`src/rtl/alu_seq.sv`:
```
// -----------------------------------------------------------------------------
// alu_seq -- registered WIDTH-bit ALU with a start/done handshake.
//
// Every operation except MUL completes in one clock. MUL is a shift-add
// multiplier that takes WIDTH clocks. The carry and borrow flags persist
// between operations so that ADC/SBB can chain multi-word arithmetic.
//
// Ports:
//   clk     in   system clock, all state changes on the rising edge
//   rst     in   synchronous, active-high reset
//   start   in   launch an operation (accepted only while busy = 0)
//   a, b    in   WIDTH-bit operands, sampled on an accepted start
//   mode    in   4-bit opcode, sampled on an accepted start
//   busy    out  a multi-cycle MUL is in progress
//   done    out  one-cycle pulse: result/flags were just written
//   result  out  registered WIDTH-bit result
//   flags   out  [0]=C carry, [1]=B borrow, [2]=Z zero, [3]=LT (a<b unsigned)
//
// Handshake: start is a request that is taken on any rising edge where
// start=1 and busy=0. A request made while busy=1 is dropped, with no
// latching and no effect on the running operation. Each accepted request
// yields exactly one done pulse, unless a reset aborts it. result and flags
// only change on the edge that raises done, so they are stable between pulses.
// -----------------------------------------------------------------------------
module alu_seq #(
    parameter  int WIDTH = 8,
    localparam int CNT_W = $clog2(WIDTH) + 1
) (
    input  logic             clk,
    input  logic             rst,
    input  logic             start,
    input  logic [WIDTH-1:0] a,
    input  logic [WIDTH-1:0] b,
    input  logic [3:0]       mode,
    output logic             busy,
    output logic             done,
    output logic [WIDTH-1:0] result,
    output logic [3:0]       flags
);

    localparam logic [3:0] OP_ADD  = 4'b0000;
    localparam logic [3:0] OP_ADC  = 4'b0001;
    localparam logic [3:0] OP_SUB  = 4'b0010;
    localparam logic [3:0] OP_SBB  = 4'b0011;
    localparam logic [3:0] OP_SHL  = 4'b0100;
    localparam logic [3:0] OP_SHR  = 4'b0101;
    localparam logic [3:0] OP_AND  = 4'b0110;
    localparam logic [3:0] OP_OR   = 4'b0111;
    localparam logic [3:0] OP_NOT  = 4'b1000;
    localparam logic [3:0] OP_XOR  = 4'b1001;
    localparam logic [3:0] OP_NAND = 4'b1010;
    localparam logic [3:0] OP_NOR  = 4'b1011;
    localparam logic [3:0] OP_ROL  = 4'b1100;
    localparam logic [3:0] OP_MUL  = 4'b1101;
    localparam logic [3:0] OP_CLRF = 4'b1110;

    localparam logic [CNT_W-1:0] LAST_STEP = CNT_W'(WIDTH - 1);

    typedef enum logic {
        S_IDLE = 1'b0,
        S_MUL  = 1'b1
    } state_t;

    // ---------------------------------------------------------------------
    // State
    // ---------------------------------------------------------------------
    state_t             state_q,  state_d;
    logic [WIDTH-1:0]   result_q, result_d;
    logic [3:0]         flags_q,  flags_d;
    logic               done_q,   done_d;
    logic [WIDTH-1:0]   mcand_q,  mcand_d;   // latched a (multiplicand)
    logic [WIDTH-1:0]   b_q,      b_d;       // latched b, kept for LT
    logic [2*WIDTH-1:0] acc_q,    acc_d;     // {partial product, multiplier}
    logic [CNT_W-1:0]   cnt_q,    cnt_d;     // shift-add steps already done

    logic accept;
    assign accept = start && (state_q == S_IDLE);

    // ---------------------------------------------------------------------
    // Single-cycle datapath, working directly on the input operands.
    // C and B default to their registered values so every opcode that does
    // not mention a flag holds it.
    // ---------------------------------------------------------------------
    logic [WIDTH:0]   add_w;
    logic [WIDTH:0]   sub_w;
    logic [WIDTH-1:0] alu_res;
    logic             alu_c;
    logic             alu_b;

    always_comb begin
        add_w = {1'b0, a} + {1'b0, b}
              + {{WIDTH{1'b0}}, (mode == OP_ADC) ? flags_q[0] : 1'b0};
        // Subtract widened by one bit: the top bit is the borrow out.
        sub_w = {1'b0, a} - {1'b0, b}
              - {{WIDTH{1'b0}}, (mode == OP_SBB) ? flags_q[1] : 1'b0};

        alu_res = '0;
        alu_c   = flags_q[0];
        alu_b   = flags_q[1];

        unique case (mode)
            OP_ADD, OP_ADC: begin
                alu_res = add_w[WIDTH-1:0];
                alu_c   = add_w[WIDTH];
            end
            OP_SUB: begin
                alu_res = sub_w[WIDTH-1:0];
                alu_b   = (a < b);
            end
            OP_SBB: begin
                alu_res = sub_w[WIDTH-1:0];
                alu_b   = sub_w[WIDTH];
            end
            OP_SHL: begin
                alu_res = a << 1;
                alu_c   = a[WIDTH-1];
            end
            OP_SHR: begin
                alu_res = a >> 1;
                alu_c   = a[0];
            end
            OP_AND:  alu_res = a & b;
            OP_OR:   alu_res = a | b;
            OP_NOT:  alu_res = ~a;
            OP_XOR:  alu_res = a ^ b;
            OP_NAND: alu_res = ~(a & b);
            OP_NOR:  alu_res = ~(a | b);
            OP_ROL: begin
                alu_res = {a[WIDTH-2:0], a[WIDTH-1]};
                alu_c   = a[WIDTH-1];
            end
            OP_CLRF: begin
                alu_res = '0;
                alu_c   = 1'b0;
                alu_b   = 1'b0;
            end
            // MUL never completes through this path; reserved yields 0.
            default: alu_res = '0;
        endcase
    end

    // ---------------------------------------------------------------------
    // One shift-add multiplier step. The low half of the accumulator holds
    // the not-yet-consumed multiplier bits, LSB first. When that LSB is set,
    // the multiplicand is added into the high half, and then the whole
    // accumulator, including the adder carry, shifts right one place.
    // The first step runs on the accepting edge, using the raw inputs, so
    // that the WIDTH-th step falls on the completion edge.
    // ---------------------------------------------------------------------
    logic [2*WIDTH-1:0] step_in;
    logic [WIDTH-1:0]   step_mcand;
    logic [WIDTH:0]     step_hi;
    logic [2*WIDTH-1:0] step_out;

    always_comb begin
        if (state_q == S_IDLE) begin
            step_in    = {{WIDTH{1'b0}}, b};
            step_mcand = a;
        end else begin
            step_in    = acc_q;
            step_mcand = mcand_q;
        end
        step_hi  = {1'b0, step_in[2*WIDTH-1:WIDTH]}
                 + (step_in[0] ? {1'b0, step_mcand} : {(WIDTH+1){1'b0}});
        step_out = {step_hi, step_in[WIDTH-1:1]};
    end

    // ---------------------------------------------------------------------
    // Next-state / output logic
    // ---------------------------------------------------------------------
    always_comb begin
        state_d  = state_q;
        result_d = result_q;
        flags_d  = flags_q;
        done_d   = 1'b0;
        mcand_d  = mcand_q;
        b_d      = b_q;
        acc_d    = acc_q;
        cnt_d    = cnt_q;

        unique case (state_q)
            S_IDLE: begin
                if (accept) begin
                    mcand_d = a;
                    b_d     = b;
                    if (mode == OP_MUL) begin
                        state_d = S_MUL;
                        acc_d   = step_out;
                        cnt_d   = CNT_W'(1);
                    end else begin
                        result_d = alu_res;
                        flags_d  = {(a < b), (alu_res == '0), alu_b, alu_c};
                        done_d   = 1'b1;
                    end
                end
            end
            S_MUL: begin
                acc_d = step_out;
                cnt_d = cnt_q + 1'b1;
                if (cnt_q == LAST_STEP) begin
                    state_d  = S_IDLE;
                    cnt_d    = '0;
                    done_d   = 1'b1;
                    result_d = step_out[WIDTH-1:0];
                    // C reports a product that overflowed WIDTH bits; B holds.
                    flags_d  = {(mcand_q < b_q),
                                (step_out[WIDTH-1:0] == '0),
                                flags_q[1],
                                (step_out[2*WIDTH-1:WIDTH] != '0)};
                end
            end
            default: state_d = S_IDLE;
        endcase
    end

    always_ff @(posedge clk) begin
        if (rst) begin
            state_q  <= S_IDLE;
            result_q <= '0;
            flags_q  <= 4'b0000;
            done_q   <= 1'b0;
            mcand_q  <= '0;
            b_q      <= '0;
            acc_q    <= '0;
            cnt_q    <= '0;
        end else begin
            state_q  <= state_d;
            result_q <= result_d;
            flags_q  <= flags_d;
            done_q   <= done_d;
            mcand_q  <= mcand_d;
            b_q      <= b_d;
            acc_q    <= acc_d;
            cnt_q    <= cnt_d;
        end
    end

    assign busy   = (state_q == S_MUL);
    assign done   = done_q;
    assign result = result_q;
    assign flags  = flags_q;

endmodule

```
`config.mk`:
```
export PLATFORM = sky130hd
export DESIGN_NAME = alu_seq
export DESIGN_NICKNAME = d
export VERILOG_FILES = /design/src/rtl/alu_seq.sv
export SDC_FILE = /design/constraint.sdc
export NUM_CORES = 1
export LEC_CHECK = 0
export ABC_AREA = 0
export CORE_ASPECT_RATIO = 2
export CORE_UTILIZATION = 50
export CTS_BUF_LIST = sky130_fd_sc_hd__clkbuf_8
export DETAILED_ROUTE_END_ITERATION = 7
export PLACE_DENSITY = 0.73
export SLEW_MARGIN = 20
export SYNTH_ARGS = -nofsm -noshare
export SYNTH_HDL_FRONTEND = slang
export SYNTH_SLANG_ARGS = --single-unit
```
`constraint.sdc`:
```
create_clock -name clk -period 6.2 [get_ports clk]
set_clock_uncertainty 0.1 [all_clocks]
set_input_delay 0.62 -clock clk [delete_from_list [all_inputs] [get_ports clk]]
set_output_delay 0.62 -clock clk [all_outputs]
set_load 0.02 [all_outputs]
```
==> results of run 1 <==
## registers in the layout (all words and copies together), names as in the netlist
| register | cells |
|---|---|
| busy | 1 |
| flags | 4 |
| b_q | 8 |
| result | 8 |
| done | 1 |
| acc_q | 16 |
| cnt_q | 4 |
| mcand_q | 8 |
## critical path, stage by stage
cell	delay (ns)
clkdlybuf4s50_1	0.58
nor3b_4	0.52
nand3_1	0.16
fa_1	0.53
inv_1	0.05
ha_1	0.17
o21a_1	0.23
or4_1	0.40
nand3_1	0.11
o311ai_1	0.20
nor4_2	0.34
nand4_1	0.16
o22ai_2	0.13
## logic make-up (layout without fill, tap and decap cells)
family,Yosys count,after routing
xor gates and xnor gates,9,9
AOI/OAI and AO/OA,176,176
DFF,50,50
and+or+nand+nor,218,218
muxes,13,13
buffers and inverters,75,92
adders and majority gates,59,59
## where the power goes
group / internal [mW] / switching, mW / total, mW
sequential: 0.337 / 0.0112 / 0.348
combinational: 0.119 / 0.188 / 0.307
clock: 0.162 / 0.118 / 0.279
## per-layer routing
| layer | GRT usage | up-vias | wire, um |
|---|---|---|---|
| met5 | 0 | - | 0 |
| met4 | 0.2811 | 0 | 1470 |
| met3 | 0.02048 | 63 | 603 |
| met2 | 0.6419 | 177 | 8545 |
| met1 | 0.3276 | 2150 | 5471 |
| li1 | - | 2188 | - |
## area by class of cell
type	count	area, um2	share of cell area
multi-input combinational	475	3269	0.6409
inverter	40	150.1	0.02943
clock buffer	5	68.82	0.01349
tap	102	127.6	0.02502
timing repair buffer	44	415.4	0.08143
sequential	50	1001	0.1962
clock inverter	3	68.82	0.01349
## path summary, 6_finish.rpt
kind,start,end,slack [ns],depth (start not counted)
worst max-delay path,mode[2],flags[2]$_SDFFE_PP0P_,2.15,13
worst min-delay path,acc_q[10]$_SDFFE_PP0P_,acc_q[10]$_SDFFE_PP0P_,0.35,2
worst max register to register,busy$_SDFF_PP0_,flags[0]$_SDFFE_PP0P_,2.97,13
worst min register to register,acc_q[10]$_SDFFE_PP0P_,acc_q[10]$_SDFFE_PP0P_,0.35,2
## per-stage QoR
stage | hold slack [ns] | cell area [um2]
2_1_floorplan | 0.3273 | 4584
3_3_place_gp | 0.3340 | 4964
3_5_place_dp | 0.3426 | 4964
4_1_cts | 0.3579 | 5101
5_1_grt | 0.3697 | 5101
6_report | 0.3538 | 5101
## cells in the mapped netlist (all sizes together), types with 4 or more instances
cell	instances
a211o	4
a211oi	14
a21o	5
a21oi	52
a22oi	5
a311oi	5
a31oi	6
and2	8
buf	19
clkbuf	16
dfxtp	50
fa	5
ha	54
inv	39
mux2i	11
nand2	73
nand2b	10
nand3	17
nand3b	4
nor2	49
nor2b	12
nor3	13
nor4	4
nor4b	4
o211ai	4
o21a	12
o21ai	22
o22ai	5
o311ai	4
o31ai	14
or4	4
xor2	7
==> metrics.md, run 1 <==
| Metric | Value |
|---|---|
| Avg Inst Size Synth | `around 7.6 um2` |
| IO Port Bufs | `36` |
| N_diodes | `0` |
| Synth Flop Type | `dfxtp_1` |
| CTS tree | `done` |
| # rows | `49` |
| Starting Density | `0.5122` |
| Highest-count cells in the layout ignoring fill and taps | `73 x nand2_1, 54 x ha_1, 52 x a21oi_1, 50 x dfxtp_1, 49 x nor2_1` |
| Leading cell type in the layout, fill and taps excluded | `nand2_1` |
| CP Data Arrival Time | `roughly 4.2 ns` |
| #FFs+latches synth | `50` |
| Yosys top cell area share | `0.2183` |
| H-Tree Depth | `2` |
| Ys async rst share | `0` |
| Post-Place Cells | `~710` |
| Kind of critical path | `input port to flop` |
| Dpl ws | `around 1.8 ns` |
| Largest family of logic cells by synthesized area | `compound AO/OA/AOI/OAI gates` |
| Syn-to-layout area delta | `11.27%` |
| Ports | `37` |
| Router iterations before antenna repair | `5` |
| FMAX | `~250 MHz` |
| Layout cells sized above 1 | `0.04376` |
| DRC | `0` |
| Sink Count | `50` |
| Sequential cell area fraction in the yosys report | `0.2183` |
| Layout Cells excl Fill | `just over 700` |
| EDFF count, synth | `0` |
| Max-Slew Margin vs Limit | `0.3670` |
| Req. time, crit path | `between 6 and 7 ns` |
| Slew @ Worst Pin | `roughly 0.95 ns` |
| Post-synthesis cell area | `around 0.0046 mm2` |
| Clock Latency Late Sink | `around 0.31 ns` |
| Simple-gate share of the synthesized area | `0.2366` |
| Placed wire-length estimate | `approximately 13000 um` |
| Setup violations, final | `0` |
| Die W | `around 70 um` |
| Die area | `around 0.0096 mm2` |
| Worst Setup Slack, final | `2.146 ns` |
| Nets | `698` |
| Vias in the first global route | `about 4400` |
| Initial antenna violation count | `0` |
| # Post-CTS Setup Buffers | `0` |
| Setup TNS | `0 ns` |
| Synth warnings | `0` |
| Worst-path fanout max | `9` |
| Cell count after synthesis | `600` |
| Worst setup SP type | `input port` |
| WL final | `16090 um` |
| WL per Instance | `between 20 and 25 um` |
| Pwr dens | `183.3 mW/mm2` |
| Max_cap viols | `0` |
| Placer Congestion | `around 0.98` |
| CP Capture Type | `flop` |
| Via/cell ratio | `about 6.4` |
| Post-synthesis xor/xnor area fraction | `0.01719` |
| RSZ-0062 raised after global routing | `no` |
| Detail Route Antenna Nets | `0` |
| Synth area leader | `dfxtp_1` |
| Post-synthesis adder-cell area fraction | `0.1692` |
| # resized after CTS | `0` |
| Multiplexer share of the synthesized area | `0.03139` |
| Core ar. | `about 0.009 mm2` |
| Synth cell types | `73` |
| Cts hold-fix bufs | `0` |
| Pin count of the biggest net entering global routing | `54` |
| Total power | `a little over 0.9 mW` |
| Final period utilization | `0.6539` |
| Reg clk slew, reported paths | `approximately 0.10 ns` |
| Syn nets | `between 600 and 700` |
| Worst min path class | `flop to flop` |
| # fillers | `approximately 870` |
| Clock buffer depth | `2` |
| Grt ovf | `0` |
| First-pass GRT wire length | `24210 um` |
| Worst vdd ir | `112.4 uV` |
| Starting DRT DRC Count | `just under 300` |
| Period minus WS final | `approximately 4 ns` |
| Clock root cell | `clkbuf_8` |
| Status | `complete, no violations` |
| CTS buffer count | `5` |
| Via Count | `about 4600` |
| Post-Route Utilization | `0.5699` |
| Pleak | `2.025 nW` |
| Synth Area in Compound Gates | `0.2587` |
| Die height | `~140 um` |
| Final Hold Fails | `0` |
| Tot GR Track Use | `0.3371` |
| Largest cells by area after synthesis | `dfxtp_1 22%, ha_1 15%, nand2_1 6.0%` |
| Max Slew Vio Count | `0` |
(Power assumes the default switching activity.)
==> run 2: changes to the inputs <==
--- a/config.mk
+++ b/config.mk
@@ -10,7 +10,7 @@
 export CORE_UTILIZATION = 50
 export CTS_BUF_LIST = sky130_fd_sc_hd__clkbuf_8
 export DETAILED_ROUTE_END_ITERATION = 7
-export PLACE_DENSITY = 0.73
+export PLACE_DENSITY = 0.76
 export SLEW_MARGIN = 20
 export SYNTH_ARGS = -nofsm -noshare
 export SYNTH_HDL_FRONTEND = slang
==> constraint.sdc (replaced) <==
create_clock -name clk -period 3.35 [get_ports clk]
set_clock_uncertainty 0.1 [all_clocks]
set_input_delay 0.335 -clock clk [delete_from_list [all_inputs] [get_ports clk]]
set_output_delay 0.335 -clock clk [all_outputs]
set_load 0.02 [all_outputs]
==> run 2 against run 1 <==
  * The run now ends with DRC left
  * Flip-flop and latch count did not move
  * Sequential share of layout area fell by 1.6 points
  * Via count rose by 6.3%
  * Non-clock buffer count rose by 63
  * Combinational power rose by 110%
==> metrics.md, run 2 (synthesis gave the netlist of run 1 again) <==
| Metric | Value |
|---|---|
| Syn-to-layout area delta | `20.88%` |
| Cells on worst reg2reg path | `13 (unchanged)` |
| Status | `finished with violations` |
| Placed cell area | `0.005436 mm2 (+9.5%)` |
| Setup TNS | `0 ns (unchanged)` |
| Max-Slew Margin vs Limit | `0.6570 (+0.2900)` |
| CTS tree | `done` |
| Highest-count cells in the layout ignoring fill and taps | `73 x nand2_1, 71 x buf_4, 54 x ha_1, 52 x a21oi_1, 50 x dfxtp_1` |
| Post-Place Cells | `774 (+8.9%)` |
| Cts hold-fix bufs | `0 (unchanged)` |
| First-pass GRT wire length | `24650 um (+1.8%)` |
| Grt ovf | `0 (unchanged)` |
| Worst r2r dst | `flags[0]$_SDFFE_PP0P_` |
| Reg clk slew, reported paths | `0.10 ns (about the same)` |
| Die area | `0.009579 mm2 (unchanged)` |
| Final Hold Fails | `0 (unchanged)` |
| Pleak | `2.320 nW (+15%)` |
| DRC | `2 (+2)` |
| Setup violations, final | `0 (unchanged)` |
| Via/cell ratio | `6.225 (-2.2%)` |
| H-Tree Depth | `2 (unchanged)` |
| Initial antenna violation count | `0 (unchanged)` |
| Biggest register | `acc_q` |
| Final Instance Area | `0.005542 mm2 (+8.6%)` |
| Max Slew Vio Count | `0 (unchanged)` |
| Die W | `69.71 um (unchanged)` |
| Slew @ Worst Pin | `0.5140 ns (-0.4355 ns)` |
| Layout Cells excl Fill | `782 (+8.8%)` |
| Pwr dens | `297.8 mW/mm2 (+63%)` |
| Nets | `761 (+9.0%)` |
| CP Capture Type | `flop` |
| Die height | `137.4 um (unchanged)` |
| Router iterations before antenna repair | `8 (+3)` |
| Min-Delay Endpoint | `cnt_q[1]$_SDFFE_PP0P_` |
| Clock buffer depth | `2 (unchanged)` |
| Period minus WS final | `around 3.2 ns` |
| Max_cap viols | `0 (unchanged)` |
| Starting Density | `0.5122 (unchanged)` |
| Via Count | `4868 (+6.3%)` |
| Worst vdd ir | `198.9 uV (+77%)` |
| WL final | `15870 um (-1.4%)` |
| Leading cell type in the layout, fill and taps excluded | `nand2_1` |
| Failing checks | `DRC` |
| Hold Path Depth | `2 (unchanged)` |
| Sink Count | `50 (unchanged)` |
| Worst setup SP type | `input port` |
| Worst min path class | `input port to flop` |
| Reg2Reg Launch Point | `busy$_SDFF_PP0_` |
| RSZ-0062 raised after global routing | `no` |
| Clock root cell | `clkbuf_8` |
| Starting DRT DRC Count | `300 (+2.0%)` |
| Final period utilization | `0.9634` |
| Clock Latency Late Sink | `0.32 ns (about the same)` |
| Total power | `1.650 mW (+77%)` |
| Max reg flops | `16 (unchanged)` |
| Vias in the first global route | `4845 (+9.6%)` |
| Layout cells sized above 1 | `0.1397 (+0.09595)` |
| WL per Instance | `20.29 um (-9.3%)` |
| Detail Route Antenna Nets | `0 (unchanged)` |
| Kind of critical path | `input port to flop` |
| Core ar. | `0.008951 mm2 (unchanged)` |
| Placed wire-length estimate | `12570 um (-0.90%)` |
| Hold_sp | `rst` |
| CP Data Arrival Time | `3.35 ns (-0.85 ns)` |
| Worst-path fanout max | `3 (-6)` |
| Ports | `37 (unchanged)` |
| N_diodes | `0 (unchanged)` |
| Req. time, crit path | `3.47 ns (-2.88 ns)` |
| FMAX | `between 300 and 400 MHz` |
| IO Port Bufs | `36 (unchanged)` |
| # rows | `49 (unchanged)` |
| Worst R2R Setup Slack | `0.28 ns (-2.69 ns)` |
| Tot GR Track Use | `0.3350 (-0.002148)` |
| CTS buffer count | `5 (unchanged)` |
| Placer Congestion | `1.040 (+5.7%)` |
| Pin count of the biggest net entering global routing | `43 (-20%)` |
-- run 2: cell count changes in the layout (fill, tap and decap cells not counted), sizes merged --
cell and change:
buf +63, bufinv -2, inv +2
-- run 2: how the worst max path moves through the flow --
stage / from / endpoint / slack [ns] / cells after the start
finish: mode[2] / result[4]$_SDFFE_PP0P_ / 0.12 / 13
global route: mode[2] / result[6]$_SDFFE_PP0P_ / 0.01 / 12
floorplan: busy$_SDFF_PP0_ / flags[0]$_SDFFE_PP0P_ / 0.07 / 15
CTS: mode[2] / result[4]$_SDFFE_PP0P_ / 0.02 / 13
global placement: mode[2] / result[4]$_SDFFE_PP0P_ / -0.23 / 13
detailed placement: mode[2] / result[4]$_SDFFE_PP0P_ / -0.33 / 13
-- run 2: through the flow --
step           hold slack, ns  setup WS (ns)  utilization
5_1_grt                0.3309        0.01110       0.6191
3_5_place_dp           0.3457        -0.3258       0.6074
6_report               0.3176         0.1225       0.6191
4_1_cts                0.3056        0.02236       0.6171
3_3_place_gp           0.3338        -0.2350       0.6074
2_1_floorplan          0.3248        0.06790            -
-- run 2: metal layers --
metal	vias to the layer above	track usage	wire (um)
li1	2314	-	-
met1	2281	0.3263	5519
met2	199	0.6122	8252
met3	74	0.02926	573
met4	0	0.3167	1520
met5	-	0	0
-- run 2: timing repair --
action | in CTS | in global routing
resized for setup | 0 | 6
endpoints found under the setup margin | 0 | 6
setup buffers | 0 | 0
-- run 2: area by class of cell --
class | instances | area (um2)
Multi-Input combinational cell | 475 | 3287
Fill cell | 819 | 3410
Inverter | 40 | 150.1
Sequential cell | 50 | 1001
Timing Repair Buffer | 107 | 888.4
Clock buffer | 5 | 68.82
Tap cell | 102 | 127.6
Clock inverter | 3 | 18.77
-- run 2: power breakdown --
part | leakage [nW] | switching (mW) | internal (mW)
Clock | 0.0483 | 0.219 | 0.148
Sequential | 0.409 | 0.0216 | 0.623
Combinational | 1.86 | 0.358 | 0.280
Total | 2.32 | 0.599 | 1.05
-- run 2: critical path: stages --
cell	delay, ns
clkdlybuf4s50_1	0.49
nor3b_4	0.24
nand3_1	0.12
fa_2	0.38
fa_1	0.40
o21ai_0	0.18
buf_4	0.15
nand2b_1	0.06
xor2_1	0.14
a22o_1	0.24
a211oi_2	0.23
o21ai_0	0.13
a22o_1	0.25
